[config.mk]
export PLATFORM = sky130hd
export DESIGN_NAME = match_filter_ctrl
export DESIGN_NICKNAME = d
export VERILOG_FILES = /design/src/rtl/match_filter_ctrl.sv
export SDC_FILE = /design/constraint.sdc
export NUM_CORES = 1
export LEC_CHECK = 0
export ABC_AREA = 1
export BUFFER_PORTS_ARGS = -buffer_cell sky130_fd_sc_hd__buf_4
export CAP_MARGIN = 20
export CORE_ASPECT_RATIO = 0.75
export CORE_MARGIN = 2
export CORE_UTILIZATION = 58
export DETAILED_ROUTE_END_ITERATION = 7
export PLACE_DENSITY = 0.91
export SETUP_SLACK_MARGIN = 0.2
export SLEW_MARGIN = 20
export SYNTH_ARGS = -nofsm -noshare
export SYNTH_HDL_FRONTEND = slang
export SYNTH_SLANG_ARGS = --single-unit
[constraint.sdc]
create_clock -name clk -period 2.86 [get_ports clk]
set_clock_uncertainty 0.2 [all_clocks]
set_input_delay 0.143 -clock clk [delete_from_list [all_inputs] [get_ports clk]]
set_output_delay 0.143 -clock clk [all_outputs]
set_load 0.02 [all_outputs]
[src/rtl/match_filter_ctrl.sv]
// RX match filter sequencer: streams coefficients into match_filter, arms it,
// qualifies match detections with a post-match holdoff and keeps match statistics.
module match_filter_ctrl #(
  parameter int unsigned NUM_COEF = 7,
  parameter int unsigned HOLDOFF  = 64,
  parameter int unsigned CNT_W    = 16
) (
  input  logic             clk,
  input  logic             reset,
  input  logic             load_start,
  input  logic             disarm,
  input  logic [31:0]      cfg_data,
  input  logic             cfg_valid,
  output logic             cfg_ready,
  input  logic             rxstrobe,
  output logic             mf_strobe,
  output logic [31:0]      cdata,
  output logic [2:0]       cstate,
  output logic             cwrite,
  input  logic             mf_valid,
  input  logic             mf_match,
  output logic             armed,
  output logic             coef_ok,
  output logic             match_pulse,
  output logic [CNT_W-1:0] match_count,
  output logic [CNT_W-1:0] match_idx
);

  localparam int unsigned HOLD_W = (HOLDOFF > 0) ? $clog2(HOLDOFF + 1) : 1;
  localparam logic [2:0]        LAST_IDX  = 3'(NUM_COEF - 1);
  localparam logic [CNT_W-1:0]  CNT_MAX   = '1;
  localparam logic [HOLD_W-1:0] HOLD_INIT = HOLD_W'(HOLDOFF);

  typedef enum logic [1:0] {
    S_IDLE    = 2'd0,
    S_LOAD    = 2'd1,
    S_ARMED   = 2'd2,
    S_HOLDOFF = 2'd3
  } state_t;

  state_t              state_q, state_d;
  logic                cfg_ready_d, cwrite_d, armed_d, coef_ok_d, match_pulse_d;
  logic [31:0]         cdata_d;
  logic [2:0]          cstate_d;
  logic [CNT_W-1:0]    match_count_d, match_idx_d;
  logic [CNT_W-1:0]    sample_idx_q, sample_idx_d;
  logic [HOLD_W-1:0]   hold_cnt_q, hold_cnt_d;
  logic                cfg_hs;
  logic                match_hit;

  assign cfg_hs    = cfg_valid & cfg_ready;
  assign match_hit = mf_valid & mf_match;
  // Strobe gating follows the registered armed flag.
  assign mf_strobe = rxstrobe & armed;

  // State and output registers.
  always_ff @(posedge clk or negedge reset) begin
    if (!reset) begin
      state_q      <= S_IDLE;
      cfg_ready    <= 1'b0;
      cdata        <= '0;
      cstate       <= '0;
      cwrite       <= 1'b0;
      armed        <= 1'b0;
      coef_ok      <= 1'b0;
      match_pulse  <= 1'b0;
      match_count  <= '0;
      match_idx    <= '0;
      sample_idx_q <= '0;
      hold_cnt_q   <= '0;
    end else begin
      state_q      <= state_d;
      cfg_ready    <= cfg_ready_d;
      cdata        <= cdata_d;
      cstate       <= cstate_d;
      cwrite       <= cwrite_d;
      armed        <= armed_d;
      coef_ok      <= coef_ok_d;
      match_pulse  <= match_pulse_d;
      match_count  <= match_count_d;
      match_idx    <= match_idx_d;
      sample_idx_q <= sample_idx_d;
      hold_cnt_q   <= hold_cnt_d;
    end
  end

  // Next-state and next-output logic; disarm has priority over everything else.
  always_comb begin
    state_d       = state_q;
    cfg_ready_d   = cfg_ready;
    cdata_d       = cdata;
    cstate_d      = cstate;
    cwrite_d      = 1'b0;
    armed_d       = armed;
    coef_ok_d     = coef_ok;
    match_pulse_d = 1'b0;
    match_count_d = match_count;
    match_idx_d   = match_idx;
    sample_idx_d  = sample_idx_q;
    hold_cnt_d    = hold_cnt_q;

    if (disarm) begin
      state_d     = S_IDLE;
      armed_d     = 1'b0;
      cfg_ready_d = 1'b0;
    end else if (load_start && (state_q != S_LOAD)) begin
      state_d     = S_LOAD;
      cstate_d    = '0;
      coef_ok_d   = 1'b0;
      cfg_ready_d = 1'b1;
      armed_d     = 1'b0;
    end else begin
      case (state_q)
        S_IDLE: begin
          state_d = S_IDLE;
        end

        S_LOAD: begin
          if (cfg_hs) begin
            cdata_d  = cfg_data;
            cstate_d = cstate + 3'd1;
            cwrite_d = 1'b1;
            if (cstate == LAST_IDX) begin
              state_d       = S_ARMED;
              cfg_ready_d   = 1'b0;
              coef_ok_d     = 1'b1;
              armed_d       = 1'b1;
              match_count_d = '0;
              sample_idx_d  = '0;
              hold_cnt_d    = '0;
            end
          end
        end

        S_ARMED: begin
          if (rxstrobe) sample_idx_d = sample_idx_q + CNT_W'(1);
          // Latch the pre-increment index when a match shares a strobe cycle.
          if (match_hit) begin
            match_pulse_d = 1'b1;
            match_idx_d   = sample_idx_q;
            if (match_count != CNT_MAX) match_count_d = match_count + CNT_W'(1);
            state_d       = S_HOLDOFF;
            hold_cnt_d    = HOLD_INIT;
          end
        end

        S_HOLDOFF: begin
          if (rxstrobe) sample_idx_d = sample_idx_q + CNT_W'(1);
          if (hold_cnt_q == '0) begin
            state_d = S_ARMED;
          end else if (rxstrobe) begin
            hold_cnt_d = hold_cnt_q - HOLD_W'(1);
            if (hold_cnt_q == HOLD_W'(1)) state_d = S_ARMED;
          end
        end

        default: begin
          state_d     = S_IDLE;
          armed_d     = 1'b0;
          cfg_ready_d = 1'b0;
        end
      endcase
    end
  end

endmodule
==> results.tsv, run 1 <==
stage	metric	value	unit
critical_path	reg2reg end	cdata[6]$_DFFE_PN0P_	
final_layout	Final Util	78.4	%
detailed_routing	WL final	14.9	mm
critical_path	WP data required	2.91	ns
clock_tree	# H-tree levels	3	
synthesis	count of cell types in the netlist	32	
timing	hold slack final	0.0210	ns
clock_tree	post-CTS sizing	0	
power_and_ir_drop	total power	5.41	mW
synthesis	Synth top area share	50.8	%
timing	Slew Limit Fails	0	
floorplan	die area	8980	µm²
floorplan	Initial Util	60.0	%
final_layout	multi-input logic area	2050	µm²
outcome	outcome	finished clean	
detailed_routing	Via-to-Cell Ratio	5.76	
power_and_ir_drop	VDD IR-drop max	0.617	mV
synthesis	sequential fraction of the synthesis area	50.8	%
critical_path	Bufs and invs on worst path	2	
critical_path	crit path kind	reg2reg	
critical_path	worst path cell trace	inv_1, nor2_1, nand3_1, clkinv_1, nand2_1, nand2_1	
timing	Least-Margin Pin Slew	0.984	ns
global_routing	vias in the first global route	4837	
critical_path	Worst setup endpoint	cdata[6]$_DFFE_PN0P_	
synthesis	Syn Nets	658	
job	Max-Cap Viols	0	
critical_path	critical path fanouts, max	35	
detailed_routing	Routed Antenna Nets	0	
timing	fmax	0.415	GHz
final_layout	area delta synth->final	30.6	%
timing	Tcrit/Tclk final	84.2	%
clock_tree	Post-CTS Setup Inserts	0	
clock_tree	root buf cell	clkbuf_8	
critical_path	worst setup path start	state_q[0]$_DFFE_PN0P_	
synthesis	warnings from Yosys	0	
timing	final hold violations	0	
critical_path	Reg2Reg Depth	6	
detailed_routing	Residual DRC	0	
critical_path	Reg2Reg Launch Point	state_q[0]$_DFFE_PN0P_	
synthesis	number of synthesized flops with an enable pin	0	
worst_hold_path	min-delay worst type	in2reg	
detailed_routing	Starting DRT DRC Count	467	
detailed_routing	1st-pass router iterations	6	
floorplan	Chip Height	82.6	µm
floorplan	io pins	113	
timing	final setup TNS	0	ns
global_routing	GR Util All Layers	35.3	%
final_layout	commonest non-fill, non-tap cell in the layout	nand2_1	
clock_tree	clock sinks	97	
placement	gpl congestion	0.914	
clock_tree	Hold Buf Count CTS	35	
global_routing	pin count of the biggest net entering global routing	51	
synthesis	flop and latch count out of synthesis	97	
timing	RSZ-0062 raised after global routing	no	
synthesis	Cell Area, Synth	4770	µm²
synthesis	Mapped Cells	611	
critical_path	Crit. End Element	register	
floorplan	die width	109	µm
synthesis	FFs w/ async S/R, synth	100	%
critical_path	R2R Setup Slk	0.45	ns
global_routing	first-pass GRT wire length	24.1	mm
power_and_ir_drop	Pwr per Cell Area	868	nW/µm²
global_routing	total grt overflow	0	
synthesis	cell taking the most area after synthesis	dfrtp_1	
floorplan	core area	7950	µm²
final_layout	most frequent cells in the layout	nand2_1 (226), buf_4 (117), dfrtp_1 (97)	
final_layout	fillers	488	
clock_tree	Reg clk slew, reported paths	0.10	ns
synthesis	average cell area after synthesis	7.81	µm²
detailed_routing	via count	4997	
global_routing	initial antenna violation count	0	
final_layout	ratio of cells with drive above 1 in the final layout	19.8	%
clock_tree	CTS Buffer Depth	2	
timing	Slew Limit Headroom	34.0	%
critical_path	most frequent CP cell	nand2_1	
critical_path	Slowest cell on crit path	clkinv_1	
final_layout	nets	803	
floorplan	Std-Cell Rows	28	
timing	# setup viols final	0	
critical_path	CP max stage delay	0.78	ns
clock_tree	CTS buffer count	9	
power_and_ir_drop	Leak	3.17	nW
detailed_routing	routed len/inst	17.2	µm
synthesis	synth top area cells	dfrtp_1 (51%), nand2_1 (18%), nor2_1 (4.4%)	
critical_path	CP startpoint kind	register	
clock_tree	clock latency at the later pin of the worst-skew pair	0.38	ns
final_layout	flip-flop and latch area	2430	µm²
clock_tree	TritonCTS clock tree	done	
critical_path	family with the most delay on the worst path	buffers and inverters	
placement	IO buf count	112	
placement	DP Wirelength	9.03	mm
critical_path	Worst path depth	6	
critical_path	CP Data Arrival Time	2.45	ns
timing	Tmin final	2.41	ns
synthesis	main flop type after synthesis	dfrtp_1	
state kept, by name (all words and copies together), names as in the netlist, 2 cells and up:
register / cells
state_q: 2
cstate: 3
match_idx: 16
sample_idx_q: 16
cdata: 32
hold_cnt_q: 7
match_count: 16
metrics by stage:
step / instance area, µm² / worst slack, ns / cells
global route: 6230 / 0.314 / 866
detailed placement: 5680 / 0.631 / 815
finish: 6230 / 0.452 / 867
CTS: 6230 / 0.614 / 866
global placement: 5680 / 0.731 / 815
floorplan: 4770 / 0.947 / 611
layout make-up:
cell class                 instances  share of cell area, %
clock inverter                     5                   1.00
timing repair buffer             152                   19.7
inverter                          52                   3.13
clock buffer                      11                   2.27
antenna                            1                 0.0401
sequential                        97                   38.9
tap                              105                   2.11
multi-input combinational        444                   32.8
worst min-delay path by stage:
stage	depth (start not counted)	endpoint	start
floorplan	0	armed$_DFFE_PN0P_	reset
global placement	1	hold_cnt_q[4]$_DFFE_PN0P_	reset
detailed placement	1	hold_cnt_q[4]$_DFFE_PN0P_	reset
CTS	4	cfg_ready$_DFFE_PN0P_	cfg_valid
global route	4	armed$_DFFE_PN0P_	cfg_valid
finish	4	cfg_ready$_DFFE_PN0P_	cfg_valid
worst reg2reg max path, stage by stage (launching register included):
cell and delay, ns:
dfrtp_1 0.46, inv_1 0.12, nor2_1 0.07, nand3_1 0.12, clkinv_1 0.78, nand2_1 0.40
nand2_1 0.14
cell families (layout without fill, tap and decap cells):
family / after synthesis / after routing / synth area share [%]
buf+inv: 70 / 220 / 6.32
other cells: 0 / 1 / 0
compound gates: 80 / 80 / 9.22
flops: 97 / 97 / 50.8
xor+xnor: 6 / 6 / 1.10
simple gates: 351 / 351 / 30.7
fa+ha+maj: 7 / 7 / 1.83
metal layers:
metal | vias to the layer above | part of all wire (%) | GRT usage [%]
met1 | 2372 | 38 | 43.0
met2 | 321 | 49 | 60.5
met4 | 0 | 3.9 | 15.0
met3 | 64 | 8.8 | 8.79
li1 | 2240 | - | -
met5 | - | 0 | 0
Yosys cell counts, types with 6 or more instances:
| master | instances |
|---|---|
| nand2_1 | 226 |
| dfrtp_1 | 97 |
| nor2_1 | 56 |
| inv_1 | 47 |
| nand3_1 | 32 |
| o21ai_0 | 28 |
| a21oi_1 | 23 |
| nand4_1 | 18 |
| o21ai_1 | 14 |
| buf_2 | 10 |
| nor3_1 | 8 |
| ha_1 | 7 |
| xor2_1 | 6 |
power by group:
part / leakage, nW / switching, mW / internal (mW) / total (mW)
clock network: 0.0962 / 0.508 / 0.434 / 0.942
registers: 1.27 / 0.357 / 1.81 / 2.16
logic: 1.80 / 1.45 / 0.861 / 2.31
total: 3.17 / 2.31 / 3.10 / 5.41
(Power assumes the default switching activity.)
==> run 2: changes to the inputs <==
--- a/config.mk
+++ b/config.mk
@@ -5,14 +5,14 @@
 export SDC_FILE = /design/constraint.sdc
 export NUM_CORES = 1
 export LEC_CHECK = 0
-export ABC_AREA = 1
+export ABC_AREA = 0
 export BUFFER_PORTS_ARGS = -buffer_cell sky130_fd_sc_hd__buf_4
 export CAP_MARGIN = 20
 export CORE_ASPECT_RATIO = 0.75
 export CORE_MARGIN = 2
-export CORE_UTILIZATION = 58
+export CORE_UTILIZATION = 48
 export DETAILED_ROUTE_END_ITERATION = 7
-export PLACE_DENSITY = 0.91
+export PLACE_DENSITY = 0.82
 export SETUP_SLACK_MARGIN = 0.2
 export SLEW_MARGIN = 20
 export SYNTH_ARGS = -nofsm -noshare
==> constraint.sdc (replaced) <==
create_clock -name clk -period 2.15 [get_ports clk]
set_clock_uncertainty 0.2 [all_clocks]
set_input_delay 0.1075 -clock clk [delete_from_list [all_inputs] [get_ports clk]]
set_output_delay 0.1075 -clock clk [all_outputs]
set_load 0.02 [all_outputs]
==> results.tsv, run 2 <==
stage	metric	value	unit	change
outcome	outcome	complete, but fails checks		was finished clean
outcome	failing checks	hold timing, setup timing		
detailed_routing	wire length on met1	6.07	mm	was 5.72 mm
timing	Slew Limit Headroom	69.6	%	was 34.0%
synthesis	FFs w/ async S/R, synth	100	%	unchanged
timing	Least-Margin Pin Slew	0.451	ns	was 0.984 ns
floorplan	Chip Height	87.9	µm	was 82.6 µm
critical_path	Crit. End Element	register		unchanged
synthesis	Cell Area, Synth	4510	µm²	was 4770 µm²
final_layout	antenna cell count	0		was 1
critical_path	Reg2Reg Depth	7		was 6
placement	DP Wirelength	8.27	mm	was 9.03 mm
critical_path	most frequent CP cell	or4_4		was nand2_1
final_layout	commonest non-fill, non-tap cell in the layout	buf_4		was nand2_1
synthesis	Synth top area share	53.9	%	was 50.8%
clock_tree	CTS buffer count	9		unchanged
placement	gpl congestion	0.936		was 0.914
synthesis	largest family of logic cells by synthesized area	simple AND/OR/NAND/NOR gates		unchanged
synthesis	synth top area cells	dfrtp_1 (54%), mux2_2 (12%), nand2_1 (3.0%)		was dfrtp_1 (51%), nand2_1 (18%), nor2_1 (4.4%)
floorplan	Std-Cell Rows	30		was 28
global_routing	total grt overflow	0		unchanged
synthesis	sequential fraction of the synthesis area	53.9	%	was 50.8%
critical_path	R2R Setup Slk	-0.17	ns	was 0.45 ns
synthesis	Mapped Cells	406		was 611
placement	IO buf count	112		unchanged
floorplan	io pins	113		unchanged
final_layout	nets	672		was 803
final_layout	most frequent cells in the layout	buf_4 (171), dfrtp_1 (92), mux2_2 (48)		was nand2_1 (226), buf_4 (117), dfrtp_1 (97)
synthesis	number of synthesized flops with an enable pin	0		unchanged
detailed_routing	via count	4386		was 4997
detailed_routing	WL met2	7.56	mm	was 7.32 mm
critical_path	crit path kind	reg2reg		unchanged
global_routing	pin count of the biggest net entering global routing	49		was 51
clock_tree	Reg clk slew, reported paths	0.07	ns	was 0.10 ns
detailed_routing	Via-to-Cell Ratio	5.79		was 5.76
detailed_routing	routed len/inst	20.4	µm	was 17.2 µm
clock_tree	TritonCTS clock tree	done		unchanged
synthesis	Commonest cells post-synth	dfrtp_1 (97), mux2_2 (48), nand2_1 (36)		was nand2_1 (226), dfrtp_1 (97), nor2_1 (56)
timing	Slew Limit Fails	0		unchanged
detailed_routing	1st-pass router iterations	5		was 6
synthesis	Compound-Gate Fraction of Synth Area	11.1	%	was 9.22%
synthesis	adder-cell share of the synthesized area	1.94	%	was 1.83%
synthesis	simple-gate share of the synthesized area	16.6	%	was 30.7%
floorplan	core area	9080	µm²	was 7950 µm²
timing	# setup viols final	15		was 0
synthesis	main flop type after synthesis	dfrtp_1		unchanged
clock_tree	root buf cell	clkbuf_16		was clkbuf_8
critical_path	worst path cell trace	inv_2, ha_4, nand3_1, and3_4, or4_4, or4_4, a21oi_2		was inv_1, nor2_1, nand3_1, clkinv_1, nand2_1, nand2_1
global_routing	vias in the first global route	4422		was 4837
power_and_ir_drop	VDD IR-drop max	0.640	mV	was 0.617 mV
final_layout	max reg flops	32		unchanged
synthesis	most common cell in the netlist	dfrtp_1		was nand2_1
critical_path	reg2reg end	hold_cnt_q[5]$_DFFE_PN0P_		was cdata[6]$_DFFE_PN0P_
timing	PnR worst setup slack	-0.172	ns	was 0.452 ns
critical_path	Reg2Reg Launch Point	cstate[0]$_DFFE_PN0P_		was state_q[0]$_DFFE_PN0P_
clock_tree	# H-tree levels	3		unchanged
final_layout	Biggest register	cdata		unchanged
global_routing	initial antenna violation count	0		unchanged
critical_path	Slowest cell on crit path	or4_4		was clkinv_1
synthesis	average cell area after synthesis	11.1	µm²	was 7.81 µm²
detailed_routing	top layer in use	met4		unchanged
critical_path	critical path fanouts, max	6		was 35
floorplan	die width	116	µm	was 109 µm
final_layout	area delta synth->final	60.1	%	was 30.6%
detailed_routing	Residual DRC	0		unchanged
synthesis	warnings from Yosys	0		unchanged
detailed_routing	WL final	15.5	mm	was 14.9 mm
critical_path	CP max stage delay	0.56	ns	was 0.78 ns
critical_path	WP data required	2.23	ns	was 2.91 ns
power_and_ir_drop	Pwr per Cell Area	667	nW/µm²	was 868 nW/µm²
synthesis	count of cell types in the netlist	48		was 32
job	Max-Cap Viols	0		unchanged
timing	hold slack final	-0.00125	ns	was 0.0210 ns
synthesis	Syn Nets	453		was 658
clock_tree	clock sinks	97		unchanged
clock_tree	CTS Buffer Depth	2		unchanged
critical_path	family with the most delay on the worst path	simple AND/OR/NAND/NOR gates		was buffers and inverters
final_layout	Final Util	79.4	%	was 78.4%
detailed_routing	Routed met3 length	1.25	mm	was 1.31 mm
worst_hold_path	min-delay worst type	in2async		was in2reg
timing	final hold violations	2		was 0
detailed_routing	Starting DRT DRC Count	363		was 467
final_layout	ratio of cells with drive above 1 in the final layout	51.6	%	was 19.8%
timing	fmax	0.431	GHz	was 0.415 GHz
critical_path	Bufs and invs on worst path	1		was 2
synthesis	area share of xor/xnor cells in the synthesized design	1.56	%	was 1.10%
synthesis	flop and latch count out of synthesis	97		unchanged
synthesis	cell taking the most area after synthesis	dfrtp_1		unchanged
floorplan	Initial Util	49.6	%	was 60.0%
critical_path	CP Data Arrival Time	2.40	ns	was 2.45 ns
timing	Tcrit/Tclk final	108	%	was 84.2%
timing	RSZ-0062 raised after global routing	yes		was no
clock_tree	clock latency at the later pin of the worst-skew pair	0.35	ns	was 0.38 ns
critical_path	CP startpoint kind	register		unchanged
synthesis	mux share of post-synthesis cell area	12.6	%	was 0%
power_and_ir_drop	Leak	3.40	nW	was 3.17 nW
floorplan	die area	10200	µm²	was 8980 µm²
timing	Tmin final	2.32	ns	was 2.41 ns
detailed_routing	Routed Antenna Nets	0		unchanged
final_layout	fillers	482		was 488
global_routing	first-pass GRT wire length	21.9	mm	was 24.1 mm
global_routing	GR Util All Layers	28.2	%	was 35.3%
-- run 2: cell types whose count changed after synthesis, moves of 7 or more --
cell / previous run / this run
nand2_1: 226 / 36
a31oi_1: 2 / 9
buf_2: 10 / 1
o21ai_1: 14 / 0
nand4_1: 18 / 6
o31ai_1: 2 / 10
or3_1: 0 / 7
inv_1: 47 / 9
clkbuf_1: 1 / 13
mux2_2: 0 / 48
nor2_1: 56 / 27
nand2b_1: 0 / 7
nand3_1: 32 / 18
-- run 2: how the worst max path moves through the flow --
stage / start / end / cells past startpoint
finish: cstate[0]$_DFFE_PN0P_ / hold_cnt_q[5]$_DFFE_PN0P_ / 7
global route: state_q[1]$_DFFE_PN0P_ / hold_cnt_q[5]$_DFFE_PN0P_ / 8
CTS: state_q[1]$_DFFE_PN0P_ / hold_cnt_q[0]$_DFFE_PN0P_ / 6
detailed placement: state_q[1]$_DFFE_PN0P_ / hold_cnt_q[5]$_DFFE_PN0P_ / 5
global placement: state_q[1]$_DFFE_PN0P_ / hold_cnt_q[4]$_DFFE_PN0P_ / 5
floorplan: state_q[1]$_DFFE_PN0P_ / hold_cnt_q[5]$_DFFE_PN0P_ / 7
-- run 2: cell families (layout without fill, tap and decap cells) --
kind of cell    Yosys count  in the layout
flops                    97             97
compound gates           78             79
simple gates            141            141
xor+xnor                  8              8
buf+inv                  25            248
mux                      50             50
fa+ha+maj                 7              7
-- run 2: cell type report --
type | count | area, µm² | share of cell area (%)
clock inverter | 5 | 62.6 | 0.867
timing repair buffer | 223 | 1870 | 26.0
sequential | 97 | 2430 | 33.7
tap | 128 | 160 | 2.22
multi-input combinational | 285 | 2400 | 33.2
clock buffer | 11 | 253 | 3.50
inverter | 9 | 33.8 | 0.468
-- run 2: power by group --
part,switching [mW],internal [mW]
sequential,0.117,2.00
clock,0.733,0.972
combinational,0.502,0.485
total,1.35,3.46
-- run 2: per-stage QoR --
| step | setup TNS, ns | cells | power, mW | setup WS (ns) | instance area, µm² |
|---|---|---|---|---|---|
| global placement | -0.394 | 688 | 2.97 | -0.0802 | 5920 |
| floorplan | -0.909 | 406 | 2.53 | -0.204 | 4540 |
| finish | -1.37 | 758 | 4.81 | -0.172 | 7210 |
| detailed placement | -0.746 | 688 | 3.01 | -0.131 | 5920 |
| CTS | -0.562 | 749 | 4.74 | -0.0961 | 6880 |
| global route | -2.36 | 758 | 4.95 | -0.203 | 7210 |
-- run 2: what timing repair did --
item                                    4_1_cts  5_1_grt
endpoints found under the setup margin       43       89
gates resized for setup                      47       56
pin swaps                                    22       21
buffers inserted                              8        5
hold endpoints to repair                    133        0
hold buffers                                 36        0
cloned                                        1        4
-- run 2: layer usage --
metal / up-vias / global-route usage [%]
met5: - / 0
met4: 0 / 13.7
met3: 57 / 8.65
met2: 247 / 47.4
met1: 2165 / 33.3
li1: 1917 / -
==> run 3: changes to the inputs <==
--- a/config.mk
+++ b/config.mk
@@ -12,6 +12,7 @@
 export CORE_MARGIN = 2
 export CORE_UTILIZATION = 48
 export DETAILED_ROUTE_END_ITERATION = 7
+export GPL_TIMING_DRIVEN = 1
 export PLACE_DENSITY = 0.82
 export SETUP_SLACK_MARGIN = 0.2
 export SLEW_MARGIN = 20
==> constraint.sdc (replaced) <==
create_clock -name clk -period 1.93 [get_ports clk]
set_clock_uncertainty 0.2 [all_clocks]
set_input_delay 0.0965 -clock clk [delete_from_list [all_inputs] [get_ports clk]]
set_output_delay 0.0965 -clock clk [all_outputs]
set_load 0.02 [all_outputs]
==> results.tsv, run 3 (synthesis gave the netlist of run 2 again) <==
stage	metric	value	unit	change
outcome	outcome	complete, but fails checks		unchanged
outcome	failing checks	setup timing		was hold timing, setup timing
power_and_ir_drop	total power	5.54	mW	was 4.81 mW
final_layout	nets	701		was 672
final_layout	max reg flops	32		unchanged
timing	Tcrit/Tclk final	126	%	was 108%
final_layout	antenna cell count	0		unchanged
power_and_ir_drop	Pwr per Cell Area	723	nW/µm²	was 667 nW/µm²
global_routing	pin count of the biggest net entering global routing	37		was 49
clock_tree	clock sinks	97		unchanged
final_layout	fillers	397		was 482
timing	fmax	0.410	GHz	was 0.431 GHz
floorplan	core area	9080	µm²	unchanged
critical_path	WP data required	2.01	ns	was 2.23 ns
detailed_routing	WL final	20.2	mm	was 15.5 mm
floorplan	die width	116	µm	unchanged
critical_path	Slowest cell on crit path	or4_4		unchanged
detailed_routing	Via-to-Cell Ratio	6.43		was 5.79
final_layout	Finished Layout Cells	787		was 758
power_and_ir_drop	sw frac	30.1	%	was 28.1%
timing	# setup viols final	91		was 15
critical_path	R2R Setup Slk	-0.51	ns	was -0.17 ns
power_and_ir_drop	Leak	3.60	nW	was 3.40 nW
worst_hold_path	min-delay worst type	in2async		unchanged
critical_path	Reg2Reg Launch Point	state_q[0]$_DFFE_PN0P_		was cstate[0]$_DFFE_PN0P_
placement	pre-CTS setup slack	-0.370	ns	was -0.131 ns
detailed_routing	1st-pass router iterations	8		was 5
detailed_routing	Starting DRT DRC Count	707		was 363
detailed_routing	Routed Antenna Nets	0		unchanged
floorplan	Std-Cell Rows	30		unchanged
clock_tree	clock latency at the later pin of the worst-skew pair	0.35	ns	about the same
clock_tree	TritonCTS clock tree	done		unchanged
global_routing	vias in the first global route	5006		was 4422
power_and_ir_drop	VDD IR-drop max	0.554	mV	was 0.640 mV
global_routing	total grt overflow	0		unchanged
critical_path	worst path cell trace	buf_4, nand3_1, and3_4, or4_4, or4_1, a21oi_2		was inv_2, ha_4, nand3_1, and3_4, or4_4, or4_4, a21oi_2
critical_path	reg2reg end	hold_cnt_q[5]$_DFFE_PN0P_		unchanged
final_layout	most frequent cells in the layout	buf_4 (187), dfrtp_1 (89), mux2_2 (44)		was buf_4 (171), dfrtp_1 (92), mux2_2 (48)
power_and_ir_drop	Clock Power Share	35.2	%	was 35.5%
detailed_routing	Residual DRC	0		unchanged
global_routing	GR Util All Layers	35.4	%	was 28.2%
final_layout	flip-flop and latch area	2440	µm²	was 2430 µm²
detailed_routing	routed len/inst	25.7	µm	was 20.4 µm
clock_tree	CTS buffer count	9		unchanged
timing	RSZ-0062 raised after global routing	yes		unchanged
critical_path	crit path kind	reg2reg		unchanged
final_layout	Biggest register	cdata		unchanged
final_layout	commonest non-fill, non-tap cell in the layout	buf_4		unchanged
critical_path	CP Data Arrival Time	2.52	ns	was 2.40 ns
clock_tree	# H-tree levels	3		unchanged
critical_path	Crit. End Element	register		unchanged
placement	gpl congestion	0.838		was 0.936
timing	Slew Limit Fails	0		unchanged
global_routing	initial antenna violation count	0		unchanged
final_layout	area delta synth->final	69.8	%	was 60.1%
power_and_ir_drop	register share of total power	43.0	%	was 44.0%
placement	DP Wirelength	8.78	mm	was 8.27 mm
critical_path	critical path fanouts, max	10		was 6
final_layout	ratio of cells with drive above 1 in the final layout	54.6	%	was 51.6%
floorplan	Chip Height	87.9	µm	unchanged
power_and_ir_drop	Combinational Power Share	21.8	%	was 20.5%
global_routing	first-pass GRT wire length	27.1	mm	was 21.9 mm
power_and_ir_drop	Net Switching	1.67	mW	was 1.35 mW
critical_path	Reg2Reg Depth	6		was 7
critical_path	CP max stage delay	0.56	ns	about the same
floorplan	die area	10200	µm²	unchanged
power_and_ir_drop	internal power	3.87	mW	was 3.46 mW
timing	Least-Margin Pin Slew	0.527	ns	was 0.451 ns
clock_tree	Reg clk slew, reported paths	0.08	ns	was 0.07 ns
clock_tree	root buf cell	clkbuf_16		unchanged
timing	Slew Limit Headroom	64.9	%	was 69.6%
timing	final hold violations	0		was 2
clock_tree	CTS Buffer Depth	2		unchanged
critical_path	CP startpoint kind	register		unchanged
job	Max-Cap Viols	0		unchanged
floorplan	io pins	113		unchanged
floorplan	Initial Util	49.6	%	unchanged
final_layout	multi-input logic area	2470	µm²	was 2400 µm²
detailed_routing	via count	5059		was 4386
placement	placed insts	706		was 688
timing	PnR worst setup slack	-0.510	ns	was -0.172 ns
timing	Tmin final	2.44	ns	was 2.32 ns
placement	IO buf count	112		unchanged
timing	final setup TNS	-22.77	ns	was -1.37 ns
run 3: changes by cell type in the layout (fill, tap and decap cells not counted), moves of 4 or more:
cell,previous run,this run
buf_4,171,187
buf_6,11,17
a31oi_4,1,5
mux2_2,48,44
mux2_4,1,5
run 3: power by group through the flow:
stage                     Sequential [mW]  Combinational [mW]  Clock, mW
final                                2.38                1.21       1.95
after global routing                 2.39                1.26       2.02
after CTS                            2.34                1.09       1.89
after detailed placement             2.38               0.989          0
after global placement               2.36               0.963          0
after floorplan                      2.60               0.226          0
run 3: per-stage QoR:
step | instance area [µm²] | hold slack [ns] | util (%)
2_1_floorplan | 4630 | -0.399 | -
4_1_cts | 7330 | 0.0485 | 80.7
5_1_grt | 7650 | 0.125 | 84.2
6_report | 7650 | 0.0665 | 84.2
3_5_place_dp | 6110 | -0.107 | 67.3
3_3_place_gp | 6110 | -0.115 | 67.3
run 3: how the worst max path moves through the flow:
stage                           startpoint                            to  slack, ns  cells past startpoint
detailed placement  state_q[1]$_DFFE_PN0P_     hold_cnt_q[4]$_DFFE_PN0P_      -0.37                      7
global placement    state_q[1]$_DFFE_PN0P_  sample_idx_q[15]$_DFFE_PN0P_      -0.28                      6
floorplan           state_q[1]$_DFFE_PN0P_     hold_cnt_q[5]$_DFFE_PN0P_      -0.42                      7
CTS                 state_q[1]$_DFFE_PN0P_     hold_cnt_q[5]$_DFFE_PN0P_      -0.33                      5
finish              state_q[0]$_DFFE_PN0P_     hold_cnt_q[5]$_DFFE_PN0P_      -0.51                      6
global route         cstate[0]$_DFFE_PN0P_     hold_cnt_q[5]$_DFFE_PN0P_      -0.54                      7
run 3: layer usage:
metal	share of wire (%)	vias to the layer above	wire [µm]	global-route usage (%)
li1	-	1972	-	-
met1	35	2387	7110	42.2
met3	10	182	2060	8.86
met4	8.3	0	1670	18.3
met2	46	518	9360	60.1
met5	0	-	0	0
run 3: critical path, delay by kind of cell, from the launching register on:
kind            cells  cell delay [ns]
buf+inv             1             0.24
flops               1             0.39
compound gates      1             0.16
simple gates        4             1.39
run 3: final cells by class:
type | count | area share (%)
multi-input cells | 285 | 32.3
flip-flops and latches | 97 | 31.9
inverters | 9 | 0.441
clock buffers | 10 | 3.12
clock inverters | 6 | 0.948
well taps | 128 | 2.09
repair buffers | 252 | 29.3
run 3: repair_timing:
action	in CTS	in global routing
pin swaps	34	11
gates cloned	8	0
resized for setup	66	53
setup endpoints to repair	93	95
buffers inserted	12	9
hold buffers	36	0
hold endpoints to repair	105	0
